## src/rtl/fetch_group_sender.sv

```systemverilog
// Fetch-side producer: issues one I-cache line request at a time and turns the 4-word line into a
// lane-aligned instruction group. Define FETCH_PERF_CNT_EN to enable the group/stall counters.
module fetch_group_sender #(
    parameter int          CKPT_W   = 18,
    parameter logic [31:0] RESET_PC = 32'hBFC0_0000
) (
    input  logic                  clk,
    input  logic                  rst,
    input  logic                  flush_i,
    input  logic [31:0]           flush_pc_i,
    output logic                  icache_req_o,
    output logic [31:0]           icache_addr_o,
    input  logic                  icache_ready_i,
    input  logic                  icache_rvalid_i,
    input  logic [127:0]          icache_rdata_i,
    input  logic                  icache_exc_i,
    input  logic [4:0]            icache_excCode_i,
    input  logic                  icache_refill_i,
    input  logic [3:0]            bp_take_i,
    input  logic [127:0]          bp_dest_i,
    input  logic [4*CKPT_W-1:0]   bp_info_i,
    input  logic                  ID_stopFetch_i,
    output logic                  IF_valid_o,
    output logic [3:0]            IF_instEnable_o,
    output logic [2:0]            IF_instNum_o,
    output logic [31:0]           IF_instBasePC_o,
    output logic [127:0]          IF_inst_p_o,
    output logic [127:0]          IF_predDest_p_o,
    output logic [3:0]            IF_predTake_p_o,
    output logic [4*CKPT_W-1:0]   IF_predInfo_p_o,
    output logic                  IF_hasException_o,
    output logic [4:0]            IF_ExcCode_o,
    output logic                  IF_isRefill_o,
    output logic [31:0]           perf_groups_o,
    output logic [31:0]           perf_stall_o
);
    typedef enum logic [2:0] {RUN, WAIT, DS_REQ, DS_WAIT, DRAIN, HALT} state_t;

    state_t               state_reg, state_next;
    logic [31:0]          pc_reg, pc_next;
    logic [31:0]          tgt_reg, tgt_next;
    logic                 req_accept;

    logic [31:0]          line_word [4];
    logic [1:0]           off;
    logic [2:0]           avail;
    logic [127:0]         rot_inst;
    logic                 take_found;
    logic [1:0]           take_lane;
    logic                 ds_needed;
    logic [2:0]           grp_num;
    logic [3:0]           grp_en;
    logic [31:0]          line_next_pc;

    logic                 valid_reg, valid_next;
    logic [3:0]           en_reg, en_next;
    logic [2:0]           num_reg, num_next;
    logic [31:0]          base_reg, base_next;
    logic [127:0]         inst_reg, inst_next;
    logic [127:0]         dest_reg, dest_next;
    logic [3:0]           take_reg, take_next;
    logic [4*CKPT_W-1:0]  info_reg, info_next;
    logic                 exc_reg, exc_next;
    logic [4:0]           code_reg, code_next;
    logic                 refill_reg, refill_next;

    assign off          = pc_reg[3:2];
    assign avail        = 3'd4 - {1'b0, off};
    assign line_next_pc = {pc_reg[31:4] + 28'd1, 4'b0000};

    // Lane i carries the word at fetch PC + 4*i within the line.
    genvar gi;
    generate
        for (gi = 0; gi < 4; gi++) begin : g_lane
            logic [1:0] src;
            assign line_word[gi]          = icache_rdata_i[32*gi +: 32];
            assign src                    = off + 2'(gi);
            assign rot_inst[32*gi +: 32]  = line_word[src];
        end
    endgenerate

    always_comb begin
        take_found = 1'b0;
        take_lane  = 2'd0;
        for (int i = 3; i >= 0; i--) begin
            if (bp_take_i[i] && (3'(i) < avail)) begin
                take_found = 1'b1;
                take_lane  = 2'(i);
            end
        end
    end

    // A taken branch in the last valid lane leaves its delay slot in the next line.
    assign ds_needed = take_found && (({1'b0, take_lane} + 3'd1) == avail);
    assign grp_num   = (take_found && !ds_needed) ? ({1'b0, take_lane} + 3'd2) : avail;
    assign grp_en    = 4'((5'd1 << grp_num) - 5'd1);

    always_ff @(posedge clk) begin
        if (!rst) begin
            state_reg  <= RUN;
            pc_reg     <= RESET_PC;
            tgt_reg    <= '0;
            valid_reg  <= 1'b0;
            en_reg     <= '0;
            num_reg    <= '0;
            base_reg   <= '0;
            inst_reg   <= '0;
            dest_reg   <= '0;
            take_reg   <= '0;
            info_reg   <= '0;
            exc_reg    <= 1'b0;
            code_reg   <= '0;
            refill_reg <= 1'b0;
        end else begin
            state_reg  <= state_next;
            pc_reg     <= pc_next;
            tgt_reg    <= tgt_next;
            valid_reg  <= valid_next;
            en_reg     <= en_next;
            num_reg    <= num_next;
            base_reg   <= base_next;
            inst_reg   <= inst_next;
            dest_reg   <= dest_next;
            take_reg   <= take_next;
            info_reg   <= info_next;
            exc_reg    <= exc_next;
            code_reg   <= code_next;
            refill_reg <= refill_next;
        end
    end

    always_comb begin
        state_next  = state_reg;
        pc_next     = pc_reg;
        tgt_next    = tgt_reg;
        valid_next  = 1'b0;
        en_next     = '0;
        num_next    = '0;
        base_next   = '0;
        inst_next   = '0;
        dest_next   = '0;
        take_next   = '0;
        info_next   = '0;
        exc_next    = 1'b0;
        code_next   = '0;
        refill_next = 1'b0;
        if (flush_i) begin
            pc_next = flush_pc_i;
            if ((state_reg == WAIT || state_reg == DS_WAIT || state_reg == DRAIN) && !icache_rvalid_i)
                state_next = DRAIN;
            else
                state_next = RUN;
        end else begin
            case (state_reg)
                RUN:     if (req_accept) state_next = WAIT;
                DS_REQ:  if (req_accept) state_next = DS_WAIT;
                WAIT, DS_WAIT: begin
                    if (icache_rvalid_i) begin
                        valid_next = 1'b1;
                        base_next  = pc_reg;
                        if (icache_exc_i) begin
                            en_next     = 4'b0001;
                            num_next    = 3'd1;
                            inst_next   = rot_inst;
                            exc_next    = 1'b1;
                            code_next   = icache_excCode_i;
                            refill_next = icache_refill_i;
                            state_next  = HALT;
                        end else if (state_reg == DS_WAIT) begin
                            en_next    = 4'b0001;
                            num_next   = 3'd1;
                            inst_next  = icache_rdata_i;
                            dest_next  = bp_dest_i;
                            info_next  = bp_info_i;
                            pc_next    = tgt_reg;
                            state_next = RUN;
                        end else begin
                            en_next   = grp_en;
                            num_next  = grp_num;
                            inst_next = rot_inst;
                            dest_next = bp_dest_i;
                            take_next = bp_take_i & grp_en;
                            info_next = bp_info_i;
                            if (!take_found) begin
                                pc_next    = line_next_pc;
                                state_next = RUN;
                            end else if (!ds_needed) begin
                                pc_next    = bp_dest_i[32*take_lane +: 32];
                                state_next = RUN;
                            end else begin
                                tgt_next   = bp_dest_i[32*take_lane +: 32];
                                pc_next    = line_next_pc;
                                state_next = DS_REQ;
                            end
                        end
                    end
                end
                DRAIN:   if (icache_rvalid_i) state_next = RUN;
                HALT:    state_next = HALT;
                default: state_next = RUN;
            endcase
        end
    end

    always_comb begin
        icache_req_o = ((state_reg == RUN) || (state_reg == DS_REQ)) && !ID_stopFetch_i && !flush_i;
    end

    assign req_accept        = icache_req_o && icache_ready_i;
    assign icache_addr_o     = pc_reg;
    assign IF_valid_o        = valid_reg;
    assign IF_instEnable_o   = en_reg;
    assign IF_instNum_o      = num_reg;
    assign IF_instBasePC_o   = base_reg;
    assign IF_inst_p_o       = inst_reg;
    assign IF_predDest_p_o   = dest_reg;
    assign IF_predTake_p_o   = take_reg;
    assign IF_predInfo_p_o   = info_reg;
    assign IF_hasException_o = exc_reg;
    assign IF_ExcCode_o      = code_reg;
    assign IF_isRefill_o     = refill_reg;

`ifdef FETCH_PERF_CNT_EN
    logic [31:0] perf_groups_reg, perf_stall_reg;
    always_ff @(posedge clk) begin
        if (!rst) begin
            perf_groups_reg <= '0;
            perf_stall_reg  <= '0;
        end else begin
            if (valid_reg)
                perf_groups_reg <= perf_groups_reg + 32'd1;
            if ((state_reg == RUN || state_reg == DS_REQ) && ID_stopFetch_i)
                perf_stall_reg <= perf_stall_reg + 32'd1;
        end
    end
    assign perf_groups_o = perf_groups_reg;
    assign perf_stall_o  = perf_stall_reg;
`else
    assign perf_groups_o = '0;
    assign perf_stall_o  = '0;
`endif
endmodule

```

## config.mk

```make
export PLATFORM = sky130hd
export DESIGN_NAME = fetch_group_sender
export DESIGN_NICKNAME = d
export VERILOG_FILES = /design/src/rtl/fetch_group_sender.sv
export SDC_FILE = /design/constraint.sdc
export NUM_CORES = 1
export LEC_CHECK = 0
export BUFFER_PORTS_ARGS = -buffer_cell sky130_fd_sc_hd__buf_2
export CAP_MARGIN = 40
export CORE_AREA = 8 8 322 324
export DETAILED_ROUTE_END_ITERATION = 6
export DIE_AREA = 0 0 330 332
export PLACE_DENSITY = 0.47
export SLEW_MARGIN = 20
export SYNTH_ARGS = -nofsm -noshare
export SYNTH_HDL_FRONTEND = slang
export SYNTH_SLANG_ARGS = --single-unit
```

## constraint.sdc

```tcl
create_clock -name clk -period 8.6 [get_ports clk]
set_clock_uncertainty 0.05 [all_clocks]
set_input_delay 1.72 -clock clk [delete_from_list [all_inputs] [get_ports clk]]
set_output_delay 1.72 -clock clk [all_outputs]
set_load 0.03 [all_outputs]
```

==> flow_metrics.py <==
metrics = {
    "drt": {
        "routed-via-count": 18400,
        "drt_iter0_drc": 1191,
        "firstDrtPassIters": 7,
        "drc": 0,
        "routed.top_layer": "met5",
        "met3_length_um": 9890,
        "drt-total-wl_um": 94200,
        "wl_per_cell_um": 23.0,
        "antenna_left": 0,
        "route.met2.wl_um": 45300,
        "viasPerCell": 4.47,
        "m1WireLength_um": 36300,
    },
    "worst_hold_path": {
        "hp-class": "flip-flop to flip-flop",
        "whs_path_depth": 2,
        "whs_endpoint": "tgt_reg[10]$_SDFFE_PN0P_",
        "min_from": "tgt_reg[10]$_SDFFE_PN0P_",
    },
    "placement": {
        "portBuffers": 788,
        "dp.cells": 3990,
        "hpwl_um": 72200,
        "place.gp.congestion": 0.828,
    },
    "timing": {
        "rsz0062_at_grt": "no",
        "max_clock_freq_ghz": 0.201,
        "final.setup.tns_ns": 0,
        "tightest_slew_ns": 0.882,
        "fin_crit_sh_pct": 58.0,
        "setup_violations": 0,
        "period_minus_slack_ns": 4.99,
        "finalHoldViolations": 0,
        "slew_viol_final": 0,
        "slew_headroom_pct": 41.2,
    },
    "clock_tree": {
        "root_buffer": "clkbuf_16",
        "worstSkewPairLatency_ns": 0.64,
        "clk_path_buf_depth": 3,
        "clk_pin_slew_ns": 0.06,
        "cts.sinks": 446,
        "postCtsResizedCells": 0,
        "numCtsBuffers": 54,
        "cts_tree": "built",
        "htree_levels": 2,
        "post-cts-setup-buffers": 0,
        "holdBufCountCts": 0,
    },
    "pwr": {
        "vdd_ir_drop_max_mv": 0.130,
        "power_density_nw_per_um2": 193,
        "p_leak_nw": 12.7,
        "finalPower_mw": 5.12,
    },
    "die": {
        "core_um2": 99000,
        "ios": 853,
        "fp.dieH_um": 332,
        "die_x_um": 330,
        "die-area_um2": 110000,
        "start_util_pct": 19.8,
        "row_count": 116,
    },
    "flow_run": {
        "cap_violations": 0,
    },
    "critical_path": {
        "cpPeakStageDelay_ns": 0.63,
        "r2r_start": "icache_addr_o[2]$_SDFFE_PN0P_",
        "startpoint_type": "flip-flop",
        "rr_endpoint": "icache_addr_o[18]$_SDFFE_PN0P_",
        "worstRegToRegCells": 14,
        "crit_path_max_fanout": 57,
        "path_class": "flip-flop to flip-flop",
        "path_buf_inv": 5,
        "cp_cell_sequence": "clkinv_1 -> ha_1 -> nor3b_2 -> o211ai_1 -> buf_4 -> inv_2 -> buf_4 -> ha_1 -> xnor2_1 -> nand2_1 -> o21ai_4 -> buf_4 -> nor3_1 -> a311oi_1",
        "critical_path.top_delay_family": "buffers and inverters",
        "critPathCaptureType": "flip-flop",
        "cp_data_arrival_time_ns": 5.44,
        "cp_common_cell": "buf_4",
        "cp-startpoint": "icache_addr_o[2]$_SDFFE_PN0P_",
        "rrSetupSlack_ns": 3.61,
        "required_ns": 9.05,
        "critPathSlowestCell": "dfxtp_4",
    },
    "logic_synthesis": {
        "synthesis.area_um2": 19600,
        "yosys-top-cells-area": "dfxtp_1 (46%), mux4_2 (15%), nand2_1 (7.5%), and3_1 (6.8%), a21oi_1 (3.8%)",
        "syn_area_per_cell_um2": 9.58,
        "synthArstFlopShare_pct": 0,
        "yosysSeqAreaShare_pct": 45.6,
        "synth_largest_area_cell": "dfxtp_1",
        "netlist.area_leader.share_pct": 45.6,
        "synth_edf_count": 0,
        "syn_inst": 2044,
        "synth_seq_cells": 446,
        "synth_cell_types": 62,
        "synth-main-ff-cell": "dfxtp_1",
        "yosysWarnings": 0,
    },
    "global_routing": {
        "grt_max_degree": 86,
        "gr-total-overflow": 0,
        "track_usage_pct": 16.3,
        "grt_pass1_wl_um": 134000,
        "grt_pass1_vias": 18600,
        "grt_antenna_before_repair": 37,
    },
    "cells_and_area": {
        "instances_no_fill": 4104,
        "fin_nets": 3133,
        "drive_gt1_share_pct": 37.9,
        "syn2layout_area_growth_pct": 35.5,
        "post-route-util_pct": 26.8,
    },
    "run_status": {
        "outcome": "complete, no violations",
    },
}
## per-stage QoR
step | hold WS, ns | worst slack [ns] | instance area [um^2]
after CTS | 0.400 | 3.43 | 26500
after global placement | 0.385 | 3.14 | 24500
after detailed placement | 0.392 | 3.21 | 24700
after floorplan | 0.375 | 3.47 | 19800
final | 0.400 | 3.61 | 26500
after global routing | 0.421 | 3.17 | 26500
## cells by family (layout without fill, tap and decap cells)
kind of cell / count (synthesis) / in the layout / synth area share [%]
buffers and inverters: 253 / 934 / 6.23
multiplexers: 148 / 148 / 15.8
AO/OA/AOI/OAI: 342 / 342 / 10.5
AND/OR/NAND/NOR: 819 / 819 / 20.2
adder cells (fa/ha/maj): 6 / 6 / 0.383
flip-flops: 446 / 446 / 45.6
other: 1 / 82 / 0.0192
XOR/XNOR: 29 / 29 / 1.34
## worst max-delay path by stage
| stage | end | slack [ns] | cells after the start |
|---|---|---|---|
| 2_1_floorplan | IF_predTake_p_o[2]$_SDFF_PP0_ | 3.47 | 21 |
| 3_3_place_gp | IF_instNum_o[0]$_SDFF_PP0_ | 3.14 | 12 |
| 3_5_place_dp | icache_addr_o[18]$_SDFFE_PN0P_ | 3.21 | 13 |
| 4_1_cts | icache_addr_o[18]$_SDFFE_PN0P_ | 3.43 | 14 |
| 5_1_grt | icache_addr_o[18]$_SDFFE_PN0P_ | 3.17 | 14 |
| 6_report | icache_addr_o[18]$_SDFFE_PN0P_ | 3.61 | 14 |
## power by group
part / total, mW / switching [mW] / internal, mW
clock: 2.31 / 0.973 / 1.34
sequential: 2.11 / 0.0325 / 2.08
combinational: 0.704 / 0.411 / 0.293
total: 5.12 / 1.42 / 3.71
## metal layers
metal / up-vias / track usage (%)
li1: 8546 / -
met1: 8862 / 18.7
met2: 777 / 27.8
met3: 157 / 6.50
met4: 20 / 4.56
met5: - / 0
## Yosys cell counts (6+ instances only)
cell	count
dfxtp_1	446
nand2_1	393
and3_1	212
a21oi_1	150
clkbuf_1	142
mux4_2	128
buf_4	65
o21ai_0	63
and2_1	60
nor2_1	55
nand3_1	54
a211oi_1	32
a31oi_1	28
buf_2	19
mux2i_1	19
xnor2_1	18
nor3_1	16
buf_1	15
a22oi_1	12
inv_1	10
xor2_1	10
a22o_1	8
nand4_1	7
o211ai_1	7
ha_1	6
## worst min-delay path, stage by stage (launching register included)
cell	delay (ns)
dfxtp_1	0.30
nand2_1	0.05
o21ai_1	0.05
## layout make-up
| type | instances | area (um^2) |
|---|---|---|
| fillers | 10800 | 72500 |
| multi-input cells | 1408 | 9730 |
| flip-flops and latches | 446 | 8940 |
| repair buffers | 829 | 4420 |
| well taps | 1298 | 1620 |
| clock buffers | 76 | 1540 |
| clock inverters | 18 | 199 |
| diodes | 18 | 45.0 |
| inverters | 11 | 41.3 |
## placed cells by master, fill, tap and decap left out, types with 10 or more instances in the layout
| master | n |
|---|---|
| nor2_1 | 52 |
| conb_1 | 64 |
| and2_1 | 60 |
| mux2i_1 | 19 |
| nor3_1 | 16 |
| o21ai_0 | 63 |
| xor2_1 | 10 |
| dfxtp_1 | 444 |
| nand3_1 | 53 |
| a31oi_1 | 28 |
| diode_2 | 18 |
| nand2_1 | 393 |
| a21oi_1 | 150 |
| clkbuf_1 | 11 |
| buf_4 | 30 |
| xnor2_1 | 18 |
| a211oi_1 | 32 |
| clkbuf_16 | 54 |
| buf_2 | 788 |
| a22oi_1 | 12 |
| and3_1 | 212 |
| mux4_2 | 128 |
| clkbuf_8 | 11 |
Note: power is estimated with default switching activity, not from simulation.
